--- src/rtl/seven_segment_chain_driver.sv ---
// -----------------------------------------------------------------------------
// seven_segment_chain_driver
//
// Serial transmitter for a daisy chain of seven-segment displays. Each accepted
// 32-bit command updates one display's shadow pattern. The whole chain is then
// shifted out on a clock/data/latch interface, 8 bits per display, and latched.
//
// Optional feature macro: SEVEN_SEGMENT_HEX_DECODE_EN
//   defined   : display type 0x01 decodes data[3:0] to segments, dp from data[4]
//   undefined : type 0x01 is treated as a raw pattern (no decode logic present)
//
// Parameters:
//   NUM_DISPLAYS - displays in the chain (1..255)
//   CLK_DIV      - system clocks per ser_clk half-period (>=1)
//
// Ports:
//   clock      in   system clock, rising edge
//   reset      in   synchronous active-high reset
//   cmd[31:0]  in   [7:0] data, [15:8] display type, [23:16] index, [31:24] ignored
//   cmd_valid  in   command present
//   cmd_ready  out  high only in IDLE
//   ser_clk    out  chain shift clock (chain samples on rising edge)
//   ser_data   out  chain serial data
//   ser_latch  out  chain latch strobe
//   done       out  one-cycle pulse when a chain update completes
//   err        out  one-cycle pulse when an out-of-range index is dropped
// -----------------------------------------------------------------------------
module seven_segment_chain_driver #(
  parameter int NUM_DISPLAYS = 4,
  parameter int CLK_DIV      = 4
) (
  input  logic        clock,
  input  logic        reset,
  input  logic [31:0] cmd,
  input  logic        cmd_valid,
  output logic        cmd_ready,
  output logic        ser_clk,
  output logic        ser_data,
  output logic        ser_latch,
  output logic        done,
  output logic        err
);

  localparam int CHAIN_W = 8 * NUM_DISPLAYS;
  localparam int CNT_W   = $clog2(CHAIN_W + 1);
  localparam int DIV_W   = (CLK_DIV > 1) ? $clog2(CLK_DIV) : 1;

  localparam logic [DIV_W-1:0] DIV_LAST  = DIV_W'(CLK_DIV - 1);
  localparam logic [DIV_W-1:0] DIV_ONE   = DIV_W'(1);
  localparam logic [CNT_W-1:0] CNT_FULL  = CNT_W'(CHAIN_W);
  localparam logic [CNT_W-1:0] CNT_ONE   = CNT_W'(1);
  localparam logic [8:0]       IDX_LIMIT = 9'(NUM_DISPLAYS);

  typedef enum logic [1:0] {
    S_IDLE  = 2'd0,
    S_LOAD  = 2'd1,
    S_SHIFT = 2'd2,
    S_LATCH = 2'd3
  } state_t;

`ifdef SEVEN_SEGMENT_HEX_DECODE_EN
  // Hex digit to segments a..g (bit0 = a).
  function automatic logic [6:0] hex_to_seg(input logic [3:0] nib);
    logic [6:0] seg;
    case (nib)
      4'h0:    seg = 7'h3F;
      4'h1:    seg = 7'h06;
      4'h2:    seg = 7'h5B;
      4'h3:    seg = 7'h4F;
      4'h4:    seg = 7'h66;
      4'h5:    seg = 7'h6D;
      4'h6:    seg = 7'h7D;
      4'h7:    seg = 7'h07;
      4'h8:    seg = 7'h7F;
      4'h9:    seg = 7'h6F;
      4'hA:    seg = 7'h77;
      4'hB:    seg = 7'h7C;
      4'hC:    seg = 7'h39;
      4'hD:    seg = 7'h5E;
      4'hE:    seg = 7'h79;
      4'hF:    seg = 7'h71;
      default: seg = 7'h00;
    endcase
    return seg;
  endfunction
`endif

  state_t             r_state, w_state_next;
  logic [7:0]         r_shadow [NUM_DISPLAYS];
  logic [7:0]         w_shadow_next [NUM_DISPLAYS];
  logic [CHAIN_W-1:0] r_shift, w_shift_next, w_chain;
  logic [CNT_W-1:0]   r_bits, w_bits_next;
  logic [DIV_W-1:0]   r_div, w_div_next;
  logic               r_phase, w_phase_next;   // 0: ser_clk low half, 1: high half
  logic [7:0]         r_idx, w_idx_next;
  logic [7:0]         r_data, w_data_next;
  logic [7:0]         w_pattern;
  logic               r_ready, r_ser_clk, r_ser_data, r_ser_latch, r_done, r_err;
  logic               w_ser_clk_next, w_ser_data_next, w_ser_latch_next;
  logic               w_done_next, w_err_next;
  logic               w_unused_bits;

`ifdef SEVEN_SEGMENT_HEX_DECODE_EN
  logic r_hex, w_hex_next;

  assign w_unused_bits = ^cmd[31:24];

  // Pattern to store: decoded hex digit or the raw byte.
  always_comb begin
    if (r_hex) begin
      w_pattern = {r_data[4], hex_to_seg(r_data[3:0])};
    end else begin
      w_pattern = r_data;
    end
  end
`else
  // Without decode every display type is raw, so the type byte is not needed.
  assign w_unused_bits = ^{cmd[31:24], cmd[15:8]};
  assign w_pattern     = r_data;
`endif

  assign cmd_ready = r_ready;
  assign ser_clk   = r_ser_clk;
  assign ser_data  = r_ser_data;
  assign ser_latch = r_ser_latch;
  assign done      = r_done;
  assign err       = r_err;

  // State, datapath and registered outputs; reset aborts any update in progress.
  always_ff @(posedge clock) begin
    if (reset) begin
      r_state     <= S_IDLE;
      for (int i = 0; i < NUM_DISPLAYS; i++) begin
        r_shadow[i] <= 8'h00;
      end
      r_shift     <= '0;
      r_bits      <= '0;
      r_div       <= '0;
      r_phase     <= 1'b0;
      r_idx       <= 8'h00;
      r_data      <= 8'h00;
`ifdef SEVEN_SEGMENT_HEX_DECODE_EN
      r_hex       <= 1'b0;
`endif
      r_ready     <= 1'b1;
      r_ser_clk   <= 1'b0;
      r_ser_data  <= 1'b0;
      r_ser_latch <= 1'b0;
      r_done      <= 1'b0;
      r_err       <= 1'b0;
    end else begin
      r_state     <= w_state_next;
      r_shadow    <= w_shadow_next;
      r_shift     <= w_shift_next;
      r_bits      <= w_bits_next;
      r_div       <= w_div_next;
      r_phase     <= w_phase_next;
      r_idx       <= w_idx_next;
      r_data      <= w_data_next;
`ifdef SEVEN_SEGMENT_HEX_DECODE_EN
      r_hex       <= w_hex_next;
`endif
      r_ready     <= (w_state_next == S_IDLE);
      r_ser_clk   <= w_ser_clk_next;
      r_ser_data  <= w_ser_data_next;
      r_ser_latch <= w_ser_latch_next;
      r_done      <= w_done_next;
      r_err       <= w_err_next;
    end
  end

  // Next-state, datapath updates and next output values.
  always_comb begin
    w_state_next     = r_state;
    w_shadow_next    = r_shadow;
    w_shift_next     = r_shift;
    w_chain          = '0;
    w_bits_next      = r_bits;
    w_div_next       = r_div;
    w_phase_next     = r_phase;
    w_idx_next       = r_idx;
    w_data_next      = r_data;
`ifdef SEVEN_SEGMENT_HEX_DECODE_EN
    w_hex_next       = r_hex;
`endif
    w_ser_clk_next   = r_ser_clk;
    w_ser_data_next  = r_ser_data;
    w_ser_latch_next = 1'b0;
    w_done_next      = 1'b0;
    w_err_next       = 1'b0;

    case (r_state)
      S_IDLE: begin
        if (cmd_valid) begin
          if ({1'b0, cmd[23:16]} < IDX_LIMIT) begin
            w_idx_next   = cmd[23:16];
            w_data_next  = cmd[7:0];
`ifdef SEVEN_SEGMENT_HEX_DECODE_EN
            w_hex_next   = (cmd[15:8] == 8'h01);
`endif
            w_state_next = S_LOAD;
          end else begin
            // Out-of-range index: consumed and dropped, stay in IDLE.
            w_err_next   = 1'b1;
          end
        end else begin
          w_state_next = S_IDLE;
        end
      end

      S_LOAD: begin
        for (int i = 0; i < NUM_DISPLAYS; i++) begin
          if (r_idx == 8'(i)) begin
            w_shadow_next[i] = w_pattern;
          end else begin
            w_shadow_next[i] = r_shadow[i];
          end
        end
        // Farthest display (NUM_DISPLAYS-1) sits in the MSBs so it leaves first.
        for (int i = 0; i < NUM_DISPLAYS; i++) begin
          w_chain[8*i +: 8] = w_shadow_next[i];
        end
        w_shift_next    = w_chain;
        w_bits_next     = CNT_FULL;
        w_div_next      = '0;
        w_phase_next    = 1'b0;
        w_ser_clk_next  = 1'b0;
        w_ser_data_next = w_chain[CHAIN_W-1];
        w_state_next    = S_SHIFT;
      end

      S_SHIFT: begin
        if (r_div == DIV_LAST) begin
          w_div_next = '0;
          if (!r_phase) begin
            w_phase_next   = 1'b1;
            w_ser_clk_next = 1'b1;
          end else begin
            // End of the high half: advance to the next bit.
            w_phase_next   = 1'b0;
            w_ser_clk_next = 1'b0;
            w_shift_next   = r_shift << 1;
            w_bits_next    = r_bits - CNT_ONE;
            if (r_bits == CNT_ONE) begin
              w_ser_data_next  = 1'b0;
              w_ser_latch_next = 1'b1;
              w_state_next     = S_LATCH;
            end else begin
              w_ser_data_next  = r_shift[CHAIN_W-2];
            end
          end
        end else begin
          w_div_next = r_div + DIV_ONE;
        end
      end

      S_LATCH: begin
        w_ser_clk_next = 1'b0;
        if (r_div == DIV_LAST) begin
          w_div_next       = '0;
          w_ser_latch_next = 1'b0;
          w_done_next      = 1'b1;
          w_state_next     = S_IDLE;
        end else begin
          w_div_next       = r_div + DIV_ONE;
          w_ser_latch_next = 1'b1;
        end
      end

      default: begin
        w_state_next = S_IDLE;
      end
    endcase
  end

endmodule

--- config.mk ---
export PLATFORM = sky130hd
export DESIGN_NAME = seven_segment_chain_driver
export DESIGN_NICKNAME = d
export VERILOG_FILES = /design/src/rtl/seven_segment_chain_driver.sv
export SDC_FILE = /design/constraint.sdc
export NUM_CORES = 1
export LEC_CHECK = 0
export CAP_MARGIN = 10
export CELL_PAD_IN_SITES_DETAIL_PLACEMENT = 0
export CELL_PAD_IN_SITES_GLOBAL_PLACEMENT = 2
export CORE_MARGIN = 2
export CORE_UTILIZATION = 36
export DETAILED_ROUTE_END_ITERATION = 10
export HOLD_SLACK_MARGIN = 0.1
export PLACE_DENSITY_LB_ADDON = 0.2
export SYNTH_ARGS = -nofsm -noshare
export SYNTH_HDL_FRONTEND = slang
export SYNTH_SLANG_ARGS = --single-unit
--- constraint.sdc ---
create_clock -name clock -period 2.2 [get_ports clock]
set_input_delay 0.22 -clock clock [delete_from_list [all_inputs] [get_ports clock]]
set_output_delay 0.22 -clock clock [all_outputs]
set_load 0.01 [all_outputs]
# Word level (Yosys, flattened, before mapping)
# Index checks and enable logic that the tools add are counted.
dict set report totals {
  regBits 96
  output_inout_bits 6
  wordCells 81
  inputBits 35
}
dict set report op_classes {
  eq_ne 10
  mux 34
  n_reduce_logical 14
  n_addsub 2
  order_cmp 1
  bitwise_logic 3
}
# op n
set ops {}
lappend ops {{31-bit two-way mux} 2}
lappend ops {{31-bit case mux with 2 select lines} 1}
lappend ops {{8-bit two-way mux} 4}
lappend ops {{8-bit by 2-bit equality test with 1-bit output, second input constant} 2}
lappend ops {{2-bit two-way mux} 7}
lappend ops {{6-bit two-way mux} 2}
lappend ops {{6-bit case mux with 2 select lines} 1}
lappend ops {{1-bit two-way mux} 11}
lappend ops {{8-bit by 1-bit equality test with 1-bit output, second input constant} 1}
lappend ops {{8-bit zero test} 1}
lappend ops {{8-bit by 3-bit less-than comparator with 1-bit output, second input constant} 1}
lappend ops {{1-bit case mux with 2 select lines} 4}
lappend ops {{2-bit case mux with 4 select lines} 1}
lappend ops {{2-bit equality test, second input constant} 3}
lappend ops {{6-bit by 1-bit equality test with 1-bit output, second input constant} 1}
lappend ops {{3-bit AND reduction} 2}
lappend ops {{2-bit nonzero test} 3}
lappend ops {{2-bit OR reduction} 3}
lappend ops {{6-bit by 1-bit subtractor with 6-bit output, second input constant} 1}
lappend ops {{2-bit zero test} 2}
lappend ops {{2-bit != test, second input constant} 2}
lappend ops {{2-bit case mux with 2 select lines} 1}
lappend ops {{2-bit AND reduction} 2}
lappend ops {{1-bit inverter} 3}
lappend ops {{3 further kinds} 3}

# Logic depth before layout (Yosys ltp)
# Gate-level depths: netlist of run 1.
dict set report logic_depth {
  depth_word 6
  ltp_mapped 8
  depth_no_buf 6
}

# Worst setup path after synthesis of run 1
# OpenSTA, ideal clock, no wires.
dict set report synth_path {
  path_kind {register to register}
  from {register r_div[0]}
  to {register r_bits[5]}
  path_slack_ns 0.548
  period_less_slack_ns 1.652
  t_required_ns 2.068
  arrival_time_ns 1.519
  n_path_buf 2
  setup_time_ns 0.132
  path_stages_with_launch 8
  cell_sequence {dfxtp_1 -> ha_1 -> buf_2 -> nand4b_1 -> clkbuf_1 -> nor4_1 -> xnor2_1 -> a21oi_1}
}
dict set report synth_between {
  elab_chain_len 3
}
# element line_no
set synth_rtl {}
lappend synth_rtl {{start, declared} 93} ;# logic [DIV_W-1:0] r_div, w_div_next;
lappend synth_rtl {{start signal, assigned} 156} ;# r_div <= w_div_next;
lappend synth_rtl {{2-bit equality test} 233} ;# if (r_div == DIV_LAST) begin
lappend synth_rtl {{2-bit != test (no line)} --}
lappend synth_rtl {{3-bit AND reduction (no line)} --}
lappend synth_rtl {{end signal, assigned} 155} ;# r_bits <= w_bits_next;
lappend synth_rtl {{end, declared} 92} ;# logic [CNT_W-1:0] r_bits, w_bits_next;
# Every way passes these cells.
# A chain may end at the register's enable or synchronous reset.

# Worst setup path after layout of run 1
# Ends and elaborated chain as after synthesis.

==> flow_metrics.tcl, run 1 <==
set metrics [dict create \
    worst_pin_slew_ns 0.4172 \
    clk_pin_slew_ns 0.06 \
    rr_worst_depth 6 \
    start_kind "flip-flop" \
    cp_top_family "simple AND/OR/NAND/NOR gates" \
    dp_hpwl_mm 6.759 \
    wl_per_cell_um 18.13 \
    cts-buffers-inserted 9 \
    cpMaxStageDelayCell "ha_1" \
    maxSlewViolCount 0 \
    initial_core_util_pct 36.54 \
    cts.path.max_buffers 2 \
    syn_inst 421 \
    rr_startpoint "r_div[0]$_SDFFE_PP0N_" \
    postSynthAreaPerCell_um2 9.825 \
    pwr-share-clk_pct 46.4 \
    die_y_um 111.2 \
    port_buffers 24 \
    die_w_um 111.2 \
    ys_seq_area_share_pct 46.46 \
    multiInputGateArea_mm2 0.002049 \
    final_cell_mix "dfxtp_1, a21oi_1, nand4b_1" \
    reg2reg_slack_ns 0.39 \
    drt-initial-drc-count 187 \
    numPlacedInstances 572 \
    p_seq_share_pct 50.4 \
    grt_overflow 0 \
    insertion_delay_ns 0.35 \
    fin_nets 478 \
    io_pins 41 \
    hold_violations 0 \
    pwr_density_cell_mw_per_mm2 700.2 \
    synth_top_cell_area_share_pct 46.46 \
    path_cells "ha_1, nand4b_1, buf_4, nor4_1, xnor2_1, a21oi_1" \
    cp-end-kind "flip-flop" \
    grt_pass1_wl_mm 17.34 \
    fmax_mhz 553.8 \
    yosys_warnings 0 \
    top_layer "met4" \
    synth.distinct_cells 42 \
    rsz0062_at_grt "no" \
    cp.required_ns 2.42 \
    cts_root_buf "clkbuf_16" \
    antenna_found_initial 0 \
    areaGrowthSynthToFinish_pct 19.24 \
    swShare_pct 21.36 \
    p_sw_mw 0.7378 \
    viasPerCell 5.604 \
    cap_violations 0 \
    finalSetupViolCount 0 \
    diodes 0 \
    wl_met3_um 353 \
    critPathMaxStageDelay_ns 0.37 \
    r2r-end "r_bits[5]$_SDFFE_PP0P_" \
    crit_type "reg -> reg" \
    comb_power_share_pct 3.1 \
    drt_first_pass_iters 4 \
    vdd_ir_drop_max_uv 323.8 \
    htreeDepth 3 \
    synth_nets 459 \
    cts_tree "yes" \
    vias 3295 \
    period_needed_ns 1.806 \
    ys_top_cells_by_area "dfxtp_1, nand4b_1, o221ai_1" \
    final_common_cell "dfxtp_1" \
    synth_area_mm2 0.004136 \
    clock-sinks 96 \
    period_share_pct 82.08 \
    finish.utilization_pct 43.57 \
    postCtsResizedCells 0 \
    p_leak_nw 1.955 \
    fin_skew_ns 0.01049 \
    hold_buffers 0 \
    drcViolationCount 0 \
    critPathArrivalTime_ns 2.02 \
    core_mm2 0.01132 \
    wirelength_mm 10.66 \
    wl_met2_mm 4.694 \
    hold_path_class "in -> reg" \
    worstSetupStartpoint "r_div[0]$_SDFFE_PP0N_" \
    nFillCells 1120 \
    drive_above_1_share_pct 10.79 \
    rows 39 \
    cp_max_fo 35 \
    ant_nets 0 \
    slew_headroom_pct 72.10 \
    status "complete, no violations" \
    seq_area_mm2 0.001922 \
    grt_pass1_vias 3075 \
    cp.depth 6 \
    track_usage_pct 17.90 \
    cp_num_buf_inv 1 \
    yosysTopAreaCell "dfxtp_1" \
    fin_cells 588 \
    grt_start_max_net_pins 52 \
    critPathCapture "r_bits[5]$_SDFFE_PP0P_" \
    p_int_mw 2.716 \
    post-cts-setup-buffers 0 \
    drt-met1-wl_mm 5.404 \
    tns_ns 0 \
    gp_congestion 0.7113 \
    die_area_mm2 0.01236 \
    ys_ff_latch 96 \
]
## worst min-delay path by stage
stage                                startpoint                endpoint  slack (ns)  cells past startpoint
after CTS                                 reset   r_idx[1]$_SDFFE_PP0P_        0.42                      3
after global placement    r_idx[6]$_SDFFE_PP0P_   r_idx[6]$_SDFFE_PP0P_        0.45                      1
after floorplan                       cmd_valid          err$_SDFF_PP0_        0.35                      2
after global routing                      reset  r_data[1]$_SDFFE_PP0P_        0.45                      3
final                                     reset   r_idx[1]$_SDFFE_PP0P_        0.42                      3
after detailed placement  r_idx[6]$_SDFFE_PP0P_   r_idx[6]$_SDFFE_PP0P_        0.45                      1
## cell usage after synthesis (all sizes together)
master	n
or2	1
xnor2	2
a21oi	37
a22oi	1
xor2	2
inv	3
clkbuf	29
mux2i	20
nor3	9
nor4	4
nand2	5
o22a	1
nor2b	3
and2	6
dfxtp	96
and3b	1
or3	1
o21ai	2
a211oi	2
a22o	24
nand2b	6
buf	11
nor2	31
nor3b	2
o221ai	30
nand3b	8
and4b	1
o211ai	3
o41ai	1
nand4b	33
o21bai	1
nand4	3
nand3	4
o22ai	1
and3	31
ha	3
o21ba	3
## worst reg2reg max path, delay by kind of cell, from the launching register on
| family | cells | cell delay (ns) |
|---|---|---|
| AND/OR/NAND/NOR | 2 | 0.46 |
| adder cells (fa/ha/maj) | 1 | 0.37 |
| flip-flops | 1 | 0.35 |
| buffers and inverters | 1 | 0.26 |
| XOR/XNOR | 1 | 0.16 |
| AO/OA/AOI/OAI | 1 | 0.08 |
## metrics by stage
step | area [um^2] | hold WS [ns] | total power, mW | setup WS [ns]
after floorplan | 4136 | 0.3463 | 1.836 | 0.5483
after global placement | 4627 | 0.4453 | 1.891 | 0.3721
after detailed placement | 4627 | 0.4500 | 1.890 | 0.3707
after CTS | 4932 | 0.4203 | 3.493 | 0.4075
after global routing | 4932 | 0.4507 | 3.571 | 0.2807
final | 4932 | 0.4241 | 3.453 | 0.3943
## metal layers
metal  GRT usage, %  vias to the layer above
met2          26.91                       62
met4          7.078                        0
met1          26.14                     1572
met3          2.132                       13
li1               -                     1648
met5              0                        -
## power groups by stage
stage	Combinational [mW]	Sequential [mW]	Clock [mW]
2_1_floorplan	0.0547	1.78	0
3_3_place_gp	0.109	1.78	0
3_5_place_dp	0.109	1.78	0
4_1_cts	0.109	1.74	1.64
5_1_grt	0.117	1.74	1.71
6_report	0.108	1.74	1.60
## cell families (layout without fill, tap and decap cells)
group / after synthesis / after routing / share of synthesized area (%)
and+or+nand+nor: 149 / 149 / 24.05
AOI/OAI and AO/OA: 106 / 106 / 18.72
DFF: 96 / 96 / 46.46
buffers and inverters: 43 / 67 / 4.174
muxes: 20 / 20 / 4.840
xor gates and xnor gates: 4 / 4 / 0.8471
adders and majority gates: 3 / 3 / 0.9075
## final cells by class
type	count	area share, %
Multi-Input combinational cell	282	41.55
Timing Repair Buffer	48	9.437
Clock buffer	11	4.921
Inverter	3	0.2283
Sequential cell	96	38.96
Tap cell	143	3.628
Clock inverter	5	1.268
## sequential cells by signal, summed over array words and instances (netlist names)
register and flops:
r_shift 31, cmd_ready 1, r_phase 1, ser_latch 1, ser_data 1, r_data 8
done 1, ser_clk 1, err 1, r_idx 8, r_shadow 32, r_div 2
r_bits 6, r_state 2
Note: power is estimated with default switching activity, not from simulation.
==> run 2, diff against run 1 <==
--- a/config.mk
+++ b/config.mk
@@ -9,7 +9,7 @@
 export CELL_PAD_IN_SITES_DETAIL_PLACEMENT = 0
 export CELL_PAD_IN_SITES_GLOBAL_PLACEMENT = 2
 export CORE_MARGIN = 2
-export CORE_UTILIZATION = 36
+export CORE_UTILIZATION = 33
 export DETAILED_ROUTE_END_ITERATION = 10
 export HOLD_SLACK_MARGIN = 0.1
 export PLACE_DENSITY_LB_ADDON = 0.2
==> constraint.sdc (replaced) <==
create_clock -name clock -period 1.5 [get_ports clock]
set_input_delay 0.15 -clock clock [delete_from_list [all_inputs] [get_ports clock]]
set_output_delay 0.15 -clock clock [all_outputs]
set_load 0.01 [all_outputs]
==> run 2 against run 1 <==
  * The run now ends with negative setup slack left
  * Die area is 8.8% higher
  * Clock power up 50%
  * Sequential share of layout area down 4.7 points
  * Setup slack worse by 0.45 ns
  * Clock-buffer cell count stayed put
  * Wire length rose by 5.9%
  * Largest cell class unchanged
  * Largest power group unchanged
  * Highest routed layer unchanged
==> flow_metrics.tcl, run 2 (synthesis gave the netlist of run 1 again) <==
set metrics [dict create \
    initial_core_util_pct 34.15 \
    wirelength_mm 11.29 \
    maxSlewViolCount 0 \
    period_needed_ns 1.551 \
    vdd_ir_drop_max_uv 823.2 \
    drcViolationCount 0 \
    cp_top_family "compound AO/OA/AOI/OAI gates" \
    grt_pass1_wl_mm 17.97 \
    p_sw_mw 1.035 \
    clock-sinks 96 \
    grt_pass1_vias 3414 \
    status "complete, but fails checks" \
    drt-initial-drc-count 145 \
    pwr_density_cell_mw_per_mm2 912.6 \
    swShare_pct 20.17 \
    fin_cells 647 \
    die_y_um 116.0 \
    cp_max_fo 8 \
    cts_root_buf "clkbuf_16" \
    cp.required_ns 1.74 \
    crit_type "reg -> reg" \
    cts-buffers-inserted 9 \
    pre_cts_slack_ns -0.1911 \
    critPathArrivalTime_ns 1.79 \
    comb_power_share_pct 3.5 \
    track_usage_pct 17.39 \
    hold_violations 0 \
    worstHoldStart "reset" \
    fin_nets 513 \
    slew_headroom_pct 68.67 \
    drt_first_pass_iters 4 \
    hold_buffers 0 \
    io_pins 41 \
    ant_nets 0 \
    cts_tree "yes" \
    rsz0062_at_grt "yes" \
    die_w_um 116.0 \
    dp_hpwl_mm 7.049 \
    p_leak_nw 2.195 \
    cap_violations 0 \
    wl_met2_mm 5.250 \
    diodes 0 \
    gp_congestion 0.7937 \
    final_common_cell "dfxtp_1" \
    fmax_mhz 644.6 \
    wl_met3_um 332 \
    die_area_mm2 0.01345 \
    core_mm2 0.01211 \
    violations "negative setup slack" \
    fin_skew_ns 0.005073 \
    cpMaxStageDelayCell "dfxtp_2" \
    drt-met1-wl_mm 5.614 \
    hold_path_class "in -> reg" \
    clk_pin_slew_ns 0.06 \
    grt_overflow 0 \
    worstSetupStartpoint "r_idx[2]$_SDFFE_PP0P_" \
    viasPerCell 5.236 \
    period_share_pct 103.4 \
    regMostFlops "r_shadow" \
    largest_reg_flops 32 \
    reg2reg_slack_ns -0.05 \
    layout_setup_ws_ns -0.05124 \
    rr_startpoint "r_idx[2]$_SDFFE_PP0P_" \
    htreeDepth 3 \
    rows 40 \
    vias 3388 \
    grt_start_max_net_pins 40 \
    start_kind "flip-flop" \
    antenna_found_initial 0 \
    top_layer "met4" \
    finalSetupViolCount 36 \
    critPathMaxStageDelay_ns 0.33 \
    cp_num_buf_inv 1 \
    port_buffers 24 \
    final_cell_mix "dfxtp_1, buf_4, nand4b_1" \
    cp-end-kind "flip-flop" \
    drive_above_1_share_pct 27.14 \
    pwr-share-clk_pct 46.7 \
    p_seq_share_pct 49.8 \
    cts.path.max_buffers 2 \
    p_int_mw 4.097 \
    wl_per_cell_um 17.45 \
    numPlacedInstances 624 \
    p_total_mw 5.132 \
    finish.utilization_pct 46.44 \
    worst_pin_slew_ns 0.4699 \
    insertion_delay_ns 0.35 \
    reg_top3 "r_shadow x32, r_shift x31" \
    path_cells "nor4_4, buf_6, nand3_4, o21ba_4, a22o_1" \
    areaGrowthSynthToFinish_pct 35.96 \
]
==> run 2: cell count changes in the layout (fill, tap and decap cells not counted), sizes merged <==
cell      change
clkinv        +2
clkinvlp      -2
buf          +33
inv           -2
clkbuf        +2
bufinv        +1
==> run 2: final timing paths <==
path | cells after the start | end
min reg2reg | 1 | r_idx[6]$_SDFFE_PP0P_
max | 5 | r_shadow[1]$_SDFFE_PP0P_
max reg2reg | 5 | r_shadow[1]$_SDFFE_PP0P_
min | 2 | r_data[7]$_SDFFE_PP0P_
==> run 2: metrics by stage <==
step | instance area (um^2) | TNS (ns) | hold slack (ns)
CTS | 5299 | -1.535 | 0.2242
global placement | 4940 | -6.043 | 0.4451
global route | 5624 | -5.212 | 0.2493
floorplan | 4228 | -3.042 | 0.2763
finish | 5624 | -1.060 | 0.2344
detailed placement | 4940 | -6.042 | 0.4460
==> run 2: power groups by stage <==
| stage | Sequential (mW) | Combinational [mW] | Clock, mW |
|---|---|---|---|
| floorplan | 2.61 | 0.0865 | 0 |
| global placement | 2.61 | 0.173 | 0 |
| detailed placement | 2.61 | 0.174 | 0 |
| CTS | 2.55 | 0.181 | 2.46 |
| global route | 2.55 | 0.194 | 2.58 |
| finish | 2.55 | 0.181 | 2.40 |
==> run 2: repair_timing <==
action | in CTS | in global routing
setup buffers | 1 | 2
gates resized for setup | 12 | 51
setup endpoints to repair | 30 | 68
pin swaps | 36 | 30
gates cloned | 0 | 5
==> run 2: area by class of cell <==
| class | count | area, um^2 |
|---|---|---|
| repair buffers | 83 | 878.3 |
| well taps | 168 | 210.2 |
| clock inverters | 4 | 70.07 |
| multi-input cells | 282 | 2295 |
| fillers | 1180 | 6487 |
| clock buffers | 11 | 232.7 |
| flip-flops and latches | 96 | 1927 |
| inverters | 3 | 11.26 |
==> run 2: layer usage <==
metal / up-vias / GRT usage [%]
met4: 0 / 5.476
met5: - / 0
met3: 6 / 4.759
met2: 38 / 27.68
li1: 1716 / -
met1: 1628 / 23.02
==> run 2: worst reg2reg max path: stages, from the launching register on <==
cell	delay [ns]
dfxtp_2	0.33
nor4_4	0.28
buf_6	0.16
nand3_4	0.15
o21ba_4	0.28
a22o_1	0.23
==> run 3, diff against run 2 <==
==> constraint.sdc (replaced) <==
create_clock -name clock -period 1.5 [get_ports clock]
set_input_delay 0.15 -clock clock [delete_from_list [all_inputs] [get_ports clock]]
set_output_delay 0.15 -clock clock [all_outputs]
set_load 0.005 [all_outputs]
==> results of run 3 <==
The final DEF is identical to that of run 2. Status: complete, but fails checks: negative setup slack.
